<file path="src/rtl/mmio_axi_master_pkg.sv">
// Shared definitions for the MMIO-to-AXI4 initiator.
// Holds the fixed AXI field encodings used on every single-beat transfer
// and the state encoding of the request sequencer.
package mmio_axi_master_pkg;

  localparam logic [1:0] AXI_BURST_INCR = 2'b01;
  localparam logic [2:0] AXI_SIZE_4B    = 3'b010;
  localparam logic [1:0] AXI_RESP_OKAY  = 2'b00;
  localparam logic [7:0] AXI_LEN_SINGLE = 8'h00;

  typedef enum logic [2:0] {
    ST_IDLE    = 3'd0,
    ST_RD_A    = 3'd1,
    ST_RD_D    = 3'd2,
    ST_WR_AW_W = 3'd3,
    ST_WR_B    = 3'd4,
    ST_DONE    = 3'd5
  } state_e;

endpackage

</file>
<file path="src/rtl/mmio_axi_master.sv">
// mmio_axi_master: turns one core MMIO load/store into one single-beat AXI4
// transaction (AR/R for loads, AW/W/B for stores) and reports rdata/err back.
// Ports:
//   clk, rst_n                  clock, async active-low reset
//   io_req_*                    core request (valid/ready, we, addr, wdata, wstrb)
//   io_resp_*                   one-cycle completion pulse with rdata and err
//   io_axi_ar_* / io_axi_r_*    AXI read address / read data channels
//   io_axi_aw_* / io_axi_w_*    AXI write address / write data channels
//   io_axi_b_*                  AXI write response channel
// All handshake outputs are registered, so no valid depends on a ready
// combinationally.
module mmio_axi_master
  import mmio_axi_master_pkg::*;
#(
  parameter logic [7:0] AXI_ID = 8'h00,
  parameter int         ADDR_W = 32
) (
  input  logic              clk,
  input  logic              rst_n,
  input  logic              io_req_valid,
  output logic              io_req_ready,
  input  logic              io_req_we,
  input  logic [ADDR_W-1:0] io_req_addr,
  input  logic [31:0]       io_req_wdata,
  input  logic [3:0]        io_req_wstrb,
  output logic              io_resp_valid,
  output logic [31:0]       io_resp_rdata,
  output logic              io_resp_err,
  output logic [7:0]        io_axi_ar_id,
  output logic [ADDR_W-1:0] io_axi_ar_addr,
  output logic [7:0]        io_axi_ar_len,
  output logic [2:0]        io_axi_ar_size,
  output logic [1:0]        io_axi_ar_burst,
  output logic              io_axi_ar_valid,
  input  logic              io_axi_ar_ready,
  input  logic [7:0]        io_axi_r_id,
  input  logic [1:0]        io_axi_r_resp,
  input  logic [31:0]       io_axi_r_data,
  input  logic              io_axi_r_last,
  input  logic              io_axi_r_valid,
  output logic              io_axi_r_ready,
  output logic [7:0]        io_axi_aw_id,
  output logic [ADDR_W-1:0] io_axi_aw_addr,
  output logic [7:0]        io_axi_aw_len,
  output logic [2:0]        io_axi_aw_size,
  output logic [1:0]        io_axi_aw_burst,
  output logic              io_axi_aw_valid,
  input  logic              io_axi_aw_ready,
  output logic [31:0]       io_axi_w_data,
  output logic [3:0]        io_axi_w_strb,
  output logic              io_axi_w_last,
  output logic              io_axi_w_valid,
  input  logic              io_axi_w_ready,
  input  logic [7:0]        io_axi_b_id,
  input  logic [1:0]        io_axi_b_resp,
  input  logic              io_axi_b_valid,
  output logic              io_axi_b_ready
);

  state_e state_r;
  logic   aw_done_r;
  logic   w_done_r;

  logic   aw_hs_s;
  logic   w_hs_s;
  logic   aw_fin_s;
  logic   w_fin_s;
  logic   rd_err_s;
  logic   wr_err_s;

  // Fixed single-beat transfer attributes.
  assign io_axi_ar_id    = AXI_ID;
  assign io_axi_ar_len   = AXI_LEN_SINGLE;
  assign io_axi_ar_size  = AXI_SIZE_4B;
  assign io_axi_ar_burst = AXI_BURST_INCR;
  assign io_axi_aw_id    = AXI_ID;
  assign io_axi_aw_len   = AXI_LEN_SINGLE;
  assign io_axi_aw_size  = AXI_SIZE_4B;
  assign io_axi_aw_burst = AXI_BURST_INCR;
  assign io_axi_w_last   = 1'b1;

  // A channel counts as finished if it completed earlier or completes this cycle,
  // which lets AW and W finish in either order or together.
  assign aw_hs_s  = io_axi_aw_valid & io_axi_aw_ready;
  assign w_hs_s   = io_axi_w_valid & io_axi_w_ready;
  assign aw_fin_s = aw_done_r | aw_hs_s;
  assign w_fin_s  = w_done_r | w_hs_s;

  // A short or foreign-ID read beat is treated as an error as well as a non-OKAY response.
  assign rd_err_s = (io_axi_r_resp != AXI_RESP_OKAY) | (io_axi_r_id != AXI_ID) | ~io_axi_r_last;
  assign wr_err_s = (io_axi_b_resp != AXI_RESP_OKAY) | (io_axi_b_id != AXI_ID);

  // Request sequencer with registered handshake and response outputs.
  always_ff @(posedge clk or negedge rst_n) begin
    if (!rst_n) begin
      state_r         <= ST_IDLE;
      aw_done_r       <= 1'b0;
      w_done_r        <= 1'b0;
      io_req_ready    <= 1'b1;
      io_resp_valid   <= 1'b0;
      io_resp_rdata   <= 32'h0000_0000;
      io_resp_err     <= 1'b0;
      io_axi_ar_addr  <= {ADDR_W{1'b0}};
      io_axi_ar_valid <= 1'b0;
      io_axi_r_ready  <= 1'b0;
      io_axi_aw_addr  <= {ADDR_W{1'b0}};
      io_axi_aw_valid <= 1'b0;
      io_axi_w_data   <= 32'h0000_0000;
      io_axi_w_strb   <= 4'b0000;
      io_axi_w_valid  <= 1'b0;
      io_axi_b_ready  <= 1'b0;
    end else begin
      case (state_r)
        ST_IDLE: begin
          if (io_req_valid) begin
            io_req_ready <= 1'b0;
            if (io_req_we) begin
              io_axi_aw_addr  <= io_req_addr;
              io_axi_w_data   <= io_req_wdata;
              io_axi_w_strb   <= io_req_wstrb;
              io_axi_aw_valid <= 1'b1;
              io_axi_w_valid  <= 1'b1;
              aw_done_r       <= 1'b0;
              w_done_r        <= 1'b0;
              state_r         <= ST_WR_AW_W;
            end else begin
              io_axi_ar_addr  <= io_req_addr;
              io_axi_ar_valid <= 1'b1;
              state_r         <= ST_RD_A;
            end
          end
        end
        ST_RD_A: begin
          if (io_axi_ar_ready) begin
            io_axi_ar_valid <= 1'b0;
            io_axi_r_ready  <= 1'b1;
            state_r         <= ST_RD_D;
          end
        end
        ST_RD_D: begin
          if (io_axi_r_valid) begin
            io_axi_r_ready <= 1'b0;
            io_resp_rdata  <= io_axi_r_data;
            io_resp_err    <= rd_err_s;
            io_resp_valid  <= 1'b1;
            state_r        <= ST_DONE;
          end
        end
        ST_WR_AW_W: begin
          if (aw_hs_s) begin
            io_axi_aw_valid <= 1'b0;
            aw_done_r       <= 1'b1;
          end
          if (w_hs_s) begin
            io_axi_w_valid <= 1'b0;
            w_done_r       <= 1'b1;
          end
          if (aw_fin_s && w_fin_s) begin
            io_axi_b_ready <= 1'b1;
            state_r        <= ST_WR_B;
          end
        end
        ST_WR_B: begin
          if (io_axi_b_valid) begin
            io_axi_b_ready <= 1'b0;
            io_resp_rdata  <= 32'h0000_0000;
            io_resp_err    <= wr_err_s;
            io_resp_valid  <= 1'b1;
            state_r        <= ST_DONE;
          end
        end
        ST_DONE: begin
          io_resp_valid <= 1'b0;
          io_req_ready  <= 1'b1;
          state_r       <= ST_IDLE;
        end
        default: begin
          io_resp_valid   <= 1'b0;
          io_axi_ar_valid <= 1'b0;
          io_axi_r_ready  <= 1'b0;
          io_axi_aw_valid <= 1'b0;
          io_axi_w_valid  <= 1'b0;
          io_axi_b_ready  <= 1'b0;
          io_req_ready    <= 1'b1;
          state_r         <= ST_IDLE;
        end
      endcase
    end
  end

endmodule

</file>
<file path="config.mk">
export PLATFORM = sky130hd
export DESIGN_NAME = mmio_axi_master
export DESIGN_NICKNAME = d
export VERILOG_FILES = /design/src/rtl/mmio_axi_master_pkg.sv /design/src/rtl/mmio_axi_master.sv
export SDC_FILE = /design/constraint.sdc
export NUM_CORES = 1
export LEC_CHECK = 0
export BUFFER_PORTS_ARGS = -buffer_cell sky130_fd_sc_hd__buf_4
export CAP_MARGIN = 20
export CORE_ASPECT_RATIO = 0.75
export CORE_UTILIZATION = 25
export CTS_BUF_LIST = sky130_fd_sc_hd__clkbuf_4
export DETAILED_ROUTE_END_ITERATION = 12
export MAX_ROUTING_LAYER = met4
export PLACE_DENSITY_LB_ADDON = 0.12
export SLEW_MARGIN = 5
export SYNTH_ARGS = -nofsm -noshare
export SYNTH_HDL_FRONTEND = slang
export SYNTH_SLANG_ARGS = --single-unit
</file>
<file path="constraint.sdc">
create_clock -name clk -period 1.8 [get_ports clk]
set_input_delay 0.27 -clock clk [delete_from_list [all_inputs] [get_ports clk]]
set_output_delay 0.27 -clock clk [all_outputs]
set_load 0.005 [all_outputs]
</file>
# Yosys cells after proc, flatten, opt, wreduce, memory -nomap -nowiden
# Cells that the tools add are included.
[word_totals] register_bits=145 in_bits=130 out_inout_bits=183 elab_cells=112
[op_classes] eq_ne=14 muxes=40 n_bitwise=15 n_reduce_logical=27
[ops] cell="$mux 32" count=2
[ops] cell="$pmux 32 s2" count=1
[ops] cell="$mux 1" count=20
[ops] cell="$reduce_and 4->1" count=5
[ops] cell="$reduce_or 4->1" count=5
[ops] cell="$ne 2x2->1 const B" count=9
[ops] cell="$pmux 1 s3" count=6
[ops] cell="$reduce_and 3->1" count=6
[ops] cell="$reduce_bool 8->1" count=2
[ops] cell="$mux 3" count=5
[ops] cell="$pmux 3 s5" count=1
[ops] cell="$not 1->1" count=8
[ops] cell="$pmux 1 s2" count=4
[ops] cell="$reduce_bool 2->1" count=4
[ops] cell="$eq 3x2->1 const B" count=2
[ops] cell="$eq 3x3->1 const B" count=2
[ops] cell="$or 1x1->1" count=5
[ops] cell="$reduce_and 5->1" count=1
[ops] cell="$eq 3x1->1 const B" count=1
[ops] cell="$logic_not 3->1" count=1
[ops] cell="$reduce_or 3->1" count=1
[ops] cell="$and 1x1->1" count=2
[ops] cell="$mux 2" count=1
[ops] cell="$reduce_and 2->1" count=1
[ops] cell="$logic_and 1x1->1" count=1

# Logic depth before layout (Yosys ltp)
# Gate-level depths: netlist of run 1.
[depth] ltp_word=5 mapped_depth=7

# Least setup slack after synthesis of run 1
# OpenSTA, ideal clock, no wires.
[synth_path] path_kind="reg-to-reg" from="register state_r[2]" to="register io_axi_ar_addr[10]" setup_ns=0.125 t_arrival_ns=1.476 setup_slack_ns=0.199 stages_incl_launch_ff=5 period_less_slack_ns=1.601 path_cell_list="dfrtp_1 buf_4 nor4_4 buf_6 mux2_2"
[synth_between] elab_chain_len=2
[synth_lines] element="start: declaration" line="mmio_axi_master.sv:60" rtl="state_e state_r;"
[synth_lines] element="start signal: assignment" line="mmio_axi_master.sv:96" rtl="state_r <= ST_IDLE;"
[synth_lines] element="start signal: assignment" line="mmio_axi_master.sv:125" rtl="state_r <= ST_WR_AW_W;"
[synth_lines] element="start signal: assignment" line="mmio_axi_master.sv:129" rtl="state_r <= ST_RD_A;"
[synth_lines] element="$logic_not 3->1" line="mmio_axi_master.sv:113" rtl="case (state_r)"
[synth_lines] element="$reduce_and 3->1 (no line)"
[synth_lines] element="end signal: assignment" line="mmio_axi_master.sv:103" rtl="io_axi_ar_addr <= {ADDR_W{1'b0}};"
[synth_lines] element="end signal: assignment" line="mmio_axi_master.sv:127" rtl="io_axi_ar_addr <= io_req_addr;"
[synth_lines] element="end: declaration" line="mmio_axi_master.sv:30" rtl="output logic [ADDR_W-1:0] io_axi_ar_addr,"
# No other way between the ends.
# A chain may end at the register's enable or synchronous reset.

# Worst setup path in the final report of run 1
[layout_path] from="register state_r[2]" to="register state_r[0]"
[layout_between] elab_chain_len=3 word_cells_on_any_way=12 classes_between="eq/ne (9); mux (1); reduce/logical (2)"
[layout_lines] element="$eq 3x2->1, or another cell as far along" line="mmio_axi_master.sv:113"
[layout_lines] element="$ne 2x2->1 (no line)"
[layout_lines] element="$reduce_and 5->1 (no line)"
# Parallel ways exist; a longest one is shown, timed or not.

==> impl_results.md, run 1 <==
- Max-Cap Viols: 0
- Layout area overhead: 59.60%
- Crit path cell chain: buf_4 -> nor4b_1 -> a211oi_2 -> a32oi_1 -> o21ai_0
- Crit-path slowest cell: dfrtp_1
- Reg power frac: a little over two fifths
- Tcrit/Tclk final: just over 90%
- Mux cell area share after synthesis: under 10%
- Setup_tns: 0 ns
- Max Freq: 614.1 MHz
- Bufs on Longest Clock Path: 2
- CTS clk-pin slew, worst paths: about 0.16 ns
- Fin. Hold Viols: 0
- Post-synthesis cell type count: 40
- Antenna-violating nets left: 0
- Crit Path Category: flip-flop to flip-flop
- Gate Count Post-Synth: 636
- Ports: 313
- Grt total ovfl: 0
- Largest net degree at the start of global routing: just over 40
- P_leak: 5.080 nW
- Post-synthesis register bit count: approximately 150
- Initial antenna violation count: 0
- Compound-Gate Fraction of Synth Area: 5.746%
- Post-layout min period: around 1.6 ns
- Hold/Removal Path Class: primary input to flip-flop
- CTS tree: yes
- P per Cell Area: roughly 1400 nW/um2
- Vias: between 5k and 6k
- Clock skew: between 0.02 and 0.025 ns
- Sw Share: a little over a third
- FILL cells: between 2k and 2.5k
- RSZ-0062 raised after global routing: false
- H-tree Lvls: 4
- Drt wl/cell: 13.57 um
- Clock root cell: clkbuf_4
- Combinational power share: 43.0%
- Clock latency on the worst-skew pair: 0.55 ns
- Core Box Area: around 24,000 um2
- DRT iter0 DRCs: approximately 160
- Vias in the first global route: about 5.4k
- Post-detail-place hpwl: between 10,000 and 15,000 um
- Adder-Cell Fraction of Synth Area: 0%
- Maximum VDD drop: 0.0004245 V
- Clk pwr share: between 10 and 15%
- Crit-path max FO: 13
- DRC viols: 0
- Die Y: about 140 um
- Crit-path max cell delay: between 0.5 and 0.6 ns
- Die Width: about 180 um
- First-pass GRT wire length: approximately 29,000 um
- Setup crit end kind: flip-flop
- GP Congestion: between 0.7 and 0.8
- Cell-internal power: around 8.6 mW
- Outcome: finished clean
- Slew Limit Fails: 0
- Post-synthesis simple-gate area fraction: between 20% and 30%
- Post-synthesis sequential area ratio: 59.11%
- Initial Utilization: roughly a quarter
- Detailed Routing Iterations Pass 1: 4
- GRT Util Overall: about 15%
- YS warnings: 0
- # Post-CTS Setup Buffers: 0
- Final Setup Violations: 0
- Synth Area per Inst: ~9.7 um2
- Nature of the critical path startpoint: flip-flop
- Synth Area in XOR/XNOR: 0%
- NetSw: around 4.7 mW
- Row count: roughly 50
- Post-route cell area: slightly below 10,000 um2
- Diode count: 0
- Sink Count: between 100 and 150
- Syn Std Cell Area: 6141 um2
- CP required: between 2 and 2.5 ns
- WP data arrival: ~2.1 ns
- Largest family of logic cells by synthesized area: simple AND/OR/NAND/NOR gates
- Layout cell share with drive strength beyond 1: 35.45%
- Hold Slack: 0.08262 ns
- Die area: ~25,000 um2
- Drt total wl: approximately 18,000 um
- Area post-placement: 8516 um2
- Vias per inst: about 3.9
- Nets: about 1.1k
- CTS Buf Count: 17
- Port buffer count: 269
## state kept, by name, indices dropped and copies added (netlist names), 3 cells and up
signal / count
io_resp_rdata: 32
io_axi_ar_addr: 32
io_axi_w_strb: 4
state_r: 3
io_axi_aw_addr: 32
io_axi_w_data: 32
## per-stage QoR
step	setup slack (ns)	cells	util [%]	total power, mW
global placement	0.1272	1220	35.43	11.33
CTS	0.1123	1355	40.76	13.61
finish	0.1716	1355	40.78	13.34
floorplan	0.1989	677	-	7.975
detailed placement	0.1468	1220	35.43	11.36
global route	0.01639	1355	40.78	14.52
## what timing repair did
item,4_1_cts,5_1_grt
endpoints found under the hold margin,277,0
setup endpoints to repair,0,1
resized for setup,0,1
hold buffers,103,0
## final cells by class
class / instances / area (um2) / area share, %
flip-flops and latches: 145 / 3630 / 37.04
repair buffers: 393 / 3337 / 34.05
multi-input cells: 450 / 2156 / 22.00
well taps: 331 / 414.1 / 4.226
clock buffers: 17 / 127.6 / 1.302
clock inverters: 15 / 121.4 / 1.238
inverters: 4 / 15.01 / 0.1532
## worst max-delay path: cells and delay by family (launching register included)
kind                   cells  cell delay (ns)
AO/OA/AOI/OAI              3             0.37
buffers and inverters      1             0.25
AND/OR/NAND/NOR            1             0.34
flip-flops                 1             0.55
## cell families (layout without fill, tap and decap cells)
logic type,count (synthesis),in the layout
AO/OA/AOI/OAI,64,64
buffers and inverters,82,429
flip-flops,145,145
multiplexers,33,33
other,2,43
AND/OR/NAND/NOR,310,310
## layout by cell type, fill, tap and decap left out, drive strengths merged, types with 3 or more instances in the layout
cell type    netlist  final
clkbuf            12     17
nand2            281    281
clkinv             0      3
o21ai             43     43
clkinvlp           0      3
buf               66    290
nor2              10     10
conb               2     43
inv                4     13
a21oi             10     10
nor4               4      4
dlygate4sd3        0    103
dfrtp            144    144
mux2              32     32
## path summary, 6_finish.rpt
check,start,slack (ns),cells after the start,to
min in group asynchronous,rst_n,0.18,2,io_axi_w_strb[2]
min reg2reg,io_axi_aw_addr[29],0.49,2,io_axi_aw_addr[29]
max in group asynchronous,rst_n,1.05,3,io_req_ready
max reg2reg,state_r[2],0.17,5,state_r[0]
max,state_r[2],0.17,5,state_r[0]
min,io_req_valid,0.08,4,io_req_ready
## Yosys cell counts
cell | instances | area, um2
a32oi_1 | 1 | 8.760
and3b_1 | 2 | 17.52
a32o_1 | 1 | 10.01
buf_2 | 14 | 70.07
o21a_1 | 1 | 7.510
nand3_1 | 2 | 10.01
a31oi_1 | 1 | 6.260
buf_6 | 3 | 33.78
clkbuf_1 | 12 | 45.04
mux2i_1 | 1 | 10.01
o21ai_0 | 41 | 205.2
or4_1 | 1 | 7.510
a211oi_1 | 1 | 7.510
conb_1 | 2 | 7.510
nor4_1 | 3 | 18.77
a21oi_1 | 10 | 50.05
mux2_2 | 31 | 349.1
a31o_2 | 1 | 8.760
nand4_1 | 1 | 6.260
o21ai_1 | 2 | 10.01
inv_1 | 4 | 15.01
o41ai_1 | 1 | 8.760
o211ai_1 | 2 | 15.01
nor4_4 | 1 | 21.27
and3_1 | 1 | 6.260
nor2_2 | 1 | 6.260
nor2b_1 | 2 | 12.51
buf_4 | 49 | 367.9
dfrtp_1 | 144 | 3603
nand2_1 | 281 | 1055
mux2_1 | 1 | 11.26
nor4b_1 | 2 | 17.52
or3b_1 | 1 | 8.760
o22ai_1 | 1 | 6.260
nand2b_4 | 1 | 13.76
nor3b_1 | 1 | 7.510
a2bb2oi_1 | 1 | 8.760
dfstp_2 | 1 | 26.28
or2_2 | 1 | 6.260
nor2_1 | 9 | 33.78
## power by group through the flow
stage | clock network, mW | registers [mW] | logic [mW]
2_1_floorplan | 0 | 5.71 | 2.26
3_3_place_gp | 0 | 5.70 | 5.63
3_5_place_dp | 0 | 5.71 | 5.65
4_1_cts | 2.11 | 5.66 | 5.84
5_1_grt | 2.23 | 5.87 | 6.42
6_report | 1.95 | 5.65 | 5.74
## layer usage
metal / vias up / wire, um / GRT usage [%]
met5: - / 0 / -
met4: 0 / 178 / 4.120
met3: 15 / 811 / 3.304
met2: 144 / 8869 / 24.31
met1: 2453 / 8525 / 19.36
li1: 2696 / - / -
(Power assumes the default switching activity.)
==> run 2: changes to the inputs <==
BUFFER_PORTS_ARGS = default   (was -buffer_cell sky130_fd_sc_hd__buf_4)
DONT_BUFFER_PORTS = 1   (was default)
==> run 2 against run 1 <==
  * The run now ends with negative hold slack left
  * Sequential power grew 9.2%
  * Die area did not move
  * Critical path depth unchanged
  * Worst hold slack worse by 0.68 ns
  * Wire length fell by 8.6%
==> impl_results.md, run 2 (synthesis results as in run 1) <==
- Outcome: complete, but fails checks (was finished clean)
- Violated checks: negative hold slack
- Clock root cell: clkbuf_4 (unchanged)
- Slew Limit Fails: 0 (unchanged)
- Clock skew: 0.01201 ns (was 0.02387 ns)
- R2r setup slk: 0.12 ns (was 0.17 ns)
- WP data arrival: 2.18 ns (was 2.05 ns)
- Nature of the critical path startpoint: primary input (was flip-flop)
- Hold/Removal Path Class: primary input to asynchronous set/reset pin (was primary input to flip-flop)
- Max Freq: 571.1 MHz (was 614.1 MHz)
- Crit-path max cell delay: 0.58 ns (was 0.55 ns)
- Worst r2r path cells: 6 (was 5)
- Top routing layer used: met4 (unchanged)
- Largest net degree at the start of global routing: 146 (was 41)
- Layout area overhead: 28.20% (was 59.60%)
- RSZ-0062 raised after global routing: false (unchanged)
- Final Setup Violations: 0 (unchanged)
- Row count: 49 (unchanged)
- Crit Path Category: primary input to flip-flop (was flip-flop to flip-flop)
- Most used cell, CP: dlygate4sd3_1
- P per Cell Area: 1457 nW/um2 (was 1361 nW/um2)
- DRT iter0 DRCs: 246 (was 162)
- Hold Slack: -0.5983 ns (was 0.08262 ns)
- Normalized max-slew margin: roughly two thirds
- FILL cells: 2,485 (was 2,499)
- Grt total ovfl: 0 (unchanged)
- Maximum VDD drop: 0.0005709 V (was 0.0004245 V)
- P_leak: 3.808 nW (was 5.080 nW)
- First-pass GRT wire length: 24,920 um (was 28,800 um)
- Detailed Routing Iterations Pass 1: 4 (unchanged)
- Die Width: 183.0 um (unchanged)
- Port buffer count: 0 (was 269)
- GRT Util Overall: 13.50% (was 15.15%)
- Area post-placement: 6357 um2 (was 8516 um2)
- CP required: 2.23 ns (was 2.22 ns)
- CTS tree: yes (unchanged)
- CTS clk-pin slew, worst paths: 0.13 ns (was 0.16 ns)
- Reg2reg start: state_r[2] (unchanged)
- Crit-path max FO: 1 (was 13)
- CTS Buf Count: 17 (unchanged)
- Post-layout min period: 1.751 ns (was 1.628 ns)
- Max-Cap Viols: 0 (unchanged)
- Met2 routed WL: 8264 um (was 8869 um)
- DRC viols: 0 (unchanged)
- Setup_tns: 0 ns (unchanged)
- Most frequent cells in the layout: nand2_1 (281), dfrtp_1 (144), dlygate4sd3_1 (116) (was nand2_1 (281), buf_4 (279), dfrtp_1 (144))
- Vias per inst: 4.190 (was 3.917)
- Worst-margin pin slew: 0.5143 ns
- Fin. Hold Viols: 145 (was 0)
- Crit-path slowest cell: dlygate4sd3_1 (was dfrtp_1)
- Hold buffers post-CTS: 116 (was 103)
- Ports: 313 (unchanged)
- Die area: 25,200 um2 (unchanged)
- Vias: 4,576 (was 5,308)
- Core Box Area: 24,030 um2 (unchanged)
- Antenna-violating nets left: 0 (unchanged)
- Initial antenna violation count: 1 (was 0)
- FF-to-FF End: io_axi_w_data[16] (was state_r[0])
- Drt total wl: 16,810 um (was 18,390 um)
- # Post-CTS Setup Buffers: 0 (unchanged)
- Total Power: 11.47 mW (was 13.34 mW)
- Clock latency on the worst-skew pair: 0.54 ns (was 0.55 ns)
- Vias in the first global route: 4,534 (was 5,368)
- Met3 WL post-DR: 1353 um (was 811 um)
- Tcrit/Tclk final: 97.28% (was 90.47%)
- Layout cell share with drive strength beyond 1: 11.18% (was 35.45%)
- Initial Utilization: 25.55% (unchanged)
- Drt wl/cell: 15.40 um (was 13.57 um)
- Post-detail-place hpwl: 11,180 um (was 12,680 um)
- Commonest non-fill, non-tap cell in the layout: nand2_1 (unchanged)
- GP Congestion: 0.8020 (was 0.7482)
- Met1 WL: 6859 um (was 8525 um)
- Sink Count: 145 (unchanged)
- Bufs on Longest Clock Path: 2 (unchanged)
- Crit path cell chain: dlygate4sd3_1 -> or4_1 -> dlygate4sd3_1 -> o41ai_2 -> o21ai_0 (was buf_4 -> nor4b_1 -> a211oi_2 -> a32oi_1 -> o21ai_0)
- H-tree Lvls: 4 (unchanged)
- Setup crit end kind: flip-flop (unchanged)
- Post-route cell area: 7873 um2 (was 9801 um2)
- Nets: 877 (was 1,141)
- Die Y: 137.7 um (unchanged)
==> run 2: cell types whose count changed in the layout (fill, tap and decap cells not counted), moves of 2 or more <==
| cell | change |
|---|---|
| buf_4 | -270 |
| dlygate4sd3_1 | +13 |
| inv_6 | -7 |
| buf_12 | -6 |
| bufinv_16 | +5 |
| clkbuf_4 | +4 |
| clkinvlp_4 | -3 |
| clkinv_4 | +2 |
| inv_8 | -2 |
==> run 2: final cells by class <==
| class | instances | area [um2] | area share (%) |
|---|---|---|---|
| antenna | 1 | 2.502 | 0.03179 |
| clock buffer | 21 | 157.7 | 2.003 |
| clock inverter | 11 | 186.4 | 2.368 |
| inverter | 4 | 15.01 | 0.1907 |
| multi-input combinational | 450 | 2158 | 27.42 |
| sequential | 145 | 3630 | 46.11 |
| tap | 331 | 414.1 | 5.261 |
| timing repair buffer | 129 | 1309 | 16.62 |
==> run 2: per-stage QoR <==
step	setup WS [ns]	hold WS, ns	instances	utilization (%)
3_5_place_dp	0.1406	-0.02267	943	26.45
5_1_grt	0.01360	-0.6963	1092	32.76
6_report	0.04898	-0.5983	1092	32.76
4_1_cts	0.1216	-0.7002	1091	32.72
2_1_floorplan	0.1989	-0.02559	677	-
3_3_place_gp	0.1879	-0.02206	943	26.45
==> run 2: power by group <==
part	switching (mW)	internal [mW]	total, mW
clock network	1.20	1.30	2.50
registers	1.39	4.78	6.17
logic	1.47	1.33	2.80
==> run 2: how the worst max path moves through the flow <==
stage	from	to	slack, ns
after global placement	state_r[1]	io_axi_ar_addr[13]	0.19
after detailed placement	state_r[0]	io_axi_ar_addr[17]	0.14
final	io_axi_b_id[6]	io_resp_err	0.05
after floorplan	state_r[2]	io_axi_ar_addr[10]	0.20
after global routing	state_r[2]	io_axi_w_data[29]	0.01
after CTS	state_r[0]	io_axi_ar_addr[17]	0.12
==> run 2: routing by layer <==
layer,track usage [%],vias up
met5,-,-
met4,5.463,0
met3,5.022,22
met2,21.63,179
met1,15.31,2202
li1,-,2173
==> run 2: critical path: cells and delay by family <==
kind,cells,cell delay (ns)
AOI/OAI and AO/OA,2,0.39
and+or+nand+nor,1,0.39
buffers and inverters,2,1.12
==> run 2: timing repair <==
item / CTS / global route
resized for setup: 0 / 1
endpoints found under the hold margin: 289 / 145
setup endpoints to repair: 0 / 1
==> run 3: changes to the inputs <==
CELL_PAD_IN_SITES_DETAIL_PLACEMENT = 1   (was default)
CELL_PAD_IN_SITES_GLOBAL_PLACEMENT = 1   (was default)
PLACE_DENSITY_LB_ADDON = 0.1   (was 0.12)
==> run 3 against run 2 <==
  * The run ends with negative hold slack, negative setup slack left
  * Clock skew is 0.00076 ns higher
  * Global-route usage is 1.5 points higher
  * First-iteration DRC count is 46% lower
  * Critical path type unchanged
  * Largest cell class unchanged
  * Largest power group unchanged
==> impl_results.md, run 3 (synthesis results as in run 1) <==
- Outcome: complete, but fails checks (unchanged)
- Violated checks: negative hold slack, negative setup slack (was negative hold slack)
- Setup crit end kind: flip-flop (unchanged)
- Max-Cap Viols: 0 (unchanged)
- Clock skew: 0.01278 ns (was 0.01201 ns)
- Sw Share: 38.06% (was 35.36%)
- CTS Buf Count: 17 (unchanged)
- Initial antenna violation count: 1 (unchanged)
- # Post-CTS Setup Buffers: 0 (unchanged)
- Largest net degree at the start of global routing: 146 (unchanged)
- Tcrit/Tclk final: 100.8% (was 97.28%)
- Initial Utilization: 25.55% (unchanged)
- Drt wl/cell: 16.60 um (was 15.40 um)
- Final Setup Violations: 1 (was 0)
- Cell depth of the worst setup path: 5 (unchanged)
- Slew Limit Fails: 0 (unchanged)
- Clk pwr share: 17.2% (was 21.8%)
- Most frequent cells in the layout: nand2_1 (281), dfrtp_1 (144), dlygate4sd3_1 (111) (was nand2_1 (281), dfrtp_1 (144), dlygate4sd3_1 (116))
- Footprint of the multi-input gates: 2151 um2 (was 2158 um2)
- CTS tree: yes (unchanged)
- FF-to-FF End: io_resp_rdata[1] (was io_axi_w_data[16])
- Post-layout min period: 1.815 ns (was 1.751 ns)
- Grt total ovfl: 0 (unchanged)
- Cell-internal power: 6.828 mW (was 7.414 mW)
- Clock root cell: clkbuf_4 (unchanged)
- Buf/Inv on CP: 2 (unchanged)
- First-pass GRT wire length: 27,940 um (was 24,920 um)
- CP required: 2.24 ns (was 2.23 ns)
- Die area: 25,200 um2 (unchanged)
- Area post-placement: 6385 um2 (was 6357 um2)
- Vias in the first global route: 4,977 (was 4,534)
- Maximum VDD drop: 0.0004641 V (was 0.0005709 V)
- Crit path cell chain: dlygate4sd3_1 -> or4_1 -> dlygate4sd3_1 -> o41ai_1 -> o21ai_0 (was dlygate4sd3_1 -> or4_1 -> dlygate4sd3_1 -> o41ai_2 -> o21ai_0)
- RSZ-0062 raised after global routing: false (unchanged)
- Max Freq: 550.9 MHz (was 571.1 MHz)
- Row count: 49 (unchanged)
- Resized cells post-CTS: 0 (unchanged)
- Setup_tns: -0.01513 ns (was 0 ns)
- Top Family by Delay on Critical Path: buffers and inverters (unchanged)
- DRT iter0 DRCs: 133 (was 246)
- Reg power frac: 56.4% (was 53.8%)
- Post-detail-place hpwl: 12,090 um (was 11,180 um)
- GP Congestion: 0.7466 (was 0.8020)
- Most used cell, CP: dlygate4sd3_1 (unchanged)
- Die Width: 183.0 um (unchanged)
- WP data arrival: 2.26 ns (was 2.18 ns)
- Detailed Routing Iterations Pass 1: 4 (unchanged)
- Hold Slack: -0.6147 ns (was -0.5983 ns)
- Crit Path Category: primary input to flip-flop (unchanged)
- Placed Instances: 945 (was 943)
- DRC viols: 0 (unchanged)
- Worst r2r path cells: 5 (was 6)
- Sequential cell area: 3630 um2 (unchanged)
- Post-layout util: 32.20% (was 32.76%)
- Crit-path max FO: 1 (unchanged)
- Final setup margin: -0.01513 ns (was 0.04898 ns)
- CP endpoint: io_resp_err (unchanged)
- CTS clk-pin slew, worst paths: 0.13 ns (about the same)
- Fin. Hold Viols: 145 (unchanged)
- Combinational power share: 26.4% (was 24.4%)
- NetSw: 4.195 mW (was 4.055 mW)
- Total Power: 11.02 mW (was 11.47 mW)
- Vias per inst: 4.258 (was 4.190)
- Post-route cell area: 7739 um2 (was 7873 um2)
- GRT Util Overall: 14.99% (was 13.50%)
- Hold buffers post-CTS: 111 (was 116)
- Drt total wl: 18,100 um (was 16,810 um)
- Nature of the critical path startpoint: primary input (unchanged)
- Clock latency on the worst-skew pair: 0.56 ns (was 0.54 ns)
- Die Y: 137.7 um (unchanged)
- R2r setup slk: 0.13 ns (was 0.12 ns)
- Post-route insts no fill: 1,090 (was 1,092)
- Port buffer count: 0 (unchanged)
- P per Cell Area: 1424 nW/um2 (was 1457 nW/um2)
- Ports: 313 (unchanged)
- Antenna-violating nets left: 0 (unchanged)
- Bufs on Longest Clock Path: 2 (unchanged)
- Layout area overhead: 26.02% (was 28.20%)
- H-tree Lvls: 4 (unchanged)
- P_leak: 3.727 nW (was 3.808 nW)
- Vias: 4,641 (was 4,576)
- Commonest non-fill, non-tap cell in the layout: nand2_1 (unchanged)
- Worst slack at placement: 0.1274 ns (was 0.1406 ns)
- Core Box Area: 24,030 um2 (unchanged)
- FILL cells: 2,763 (was 2,485)
- Hold/Removal Path Class: primary input to asynchronous set/reset pin (unchanged)
- Layout cell share with drive strength beyond 1: 10.83% (was 11.18%)
- CP Launch Point: io_axi_b_id[6] (unchanged)
- Nets: 874 (was 877)
- Crit-path max cell delay: 0.57 ns (was 0.58 ns)
- Sink Count: 145 (unchanged)
- Reg2reg start: state_r[1] (was state_r[2])
- Crit-path slowest cell: dlygate4sd3_1 (unchanged)
==> run 3: cell types whose count changed in the layout (fill, tap and decap cells not counted), sizes merged <==
cell	before	now
clkbuf	21	19
clkinv	6	8
dlygate4sd3	116	111
diode	1	2
bufinv	5	1
buf	13	15
inv	4	5
clkinvlp	0	3
==> run 3: power by group through the flow <==
stage / Sequential (mW) / Combinational [mW] / Clock [mW]
detailed placement: 6.32 / 2.75 / 0
floorplan: 5.71 / 2.26 / 0
global route: 6.43 / 3.40 / 2.18
CTS: 6.26 / 2.96 / 2.07
finish: 6.22 / 2.91 / 1.90
global placement: 6.34 / 2.58 / 0
==> run 3: layer usage <==
layer | share of wire [%] | GRT usage [%]
met4 | 1.3 | 5.046
met2 | 47 | 23.22
met5 | 0 | -
met1 | 44 | 18.43
met3 | 7.6 | 4.890
==> run 3: worst min path at each step <==
| stage | from | slack [ns] | end |
|---|---|---|---|
| finish | rst_n | -0.61 | io_axi_w_data[11] |
| global route | rst_n | -0.70 | io_axi_w_data[11] |
| CTS | rst_n | -0.72 | io_axi_ar_addr[25] |
| detailed placement | rst_n | -0.02 | io_axi_w_data[8] |
| global placement | rst_n | -0.02 | io_axi_w_data[8] |
| floorplan | rst_n | -0.03 | aw_done_r |
==> run 3: area by class of cell <==
cell class              instances  share of cell area (%)
clock inverters                13                   1.229
clock buffers                  19                   1.843
multi-input cells             450                   27.79
repair buffers                126                   16.62
flip-flops and latches        145                   46.90
inverters                       4                  0.1940
diodes                          2                 0.06467
well taps                     331                   5.352
==> run 3: worst reg2reg max path, delay by kind of cell, from the launching register on <==
family / cells / cell delay (ns)
simple gates: 1 / 0.21
flops: 1 / 0.53
compound gates: 2 / 0.31
buf+inv: 2 / 0.49
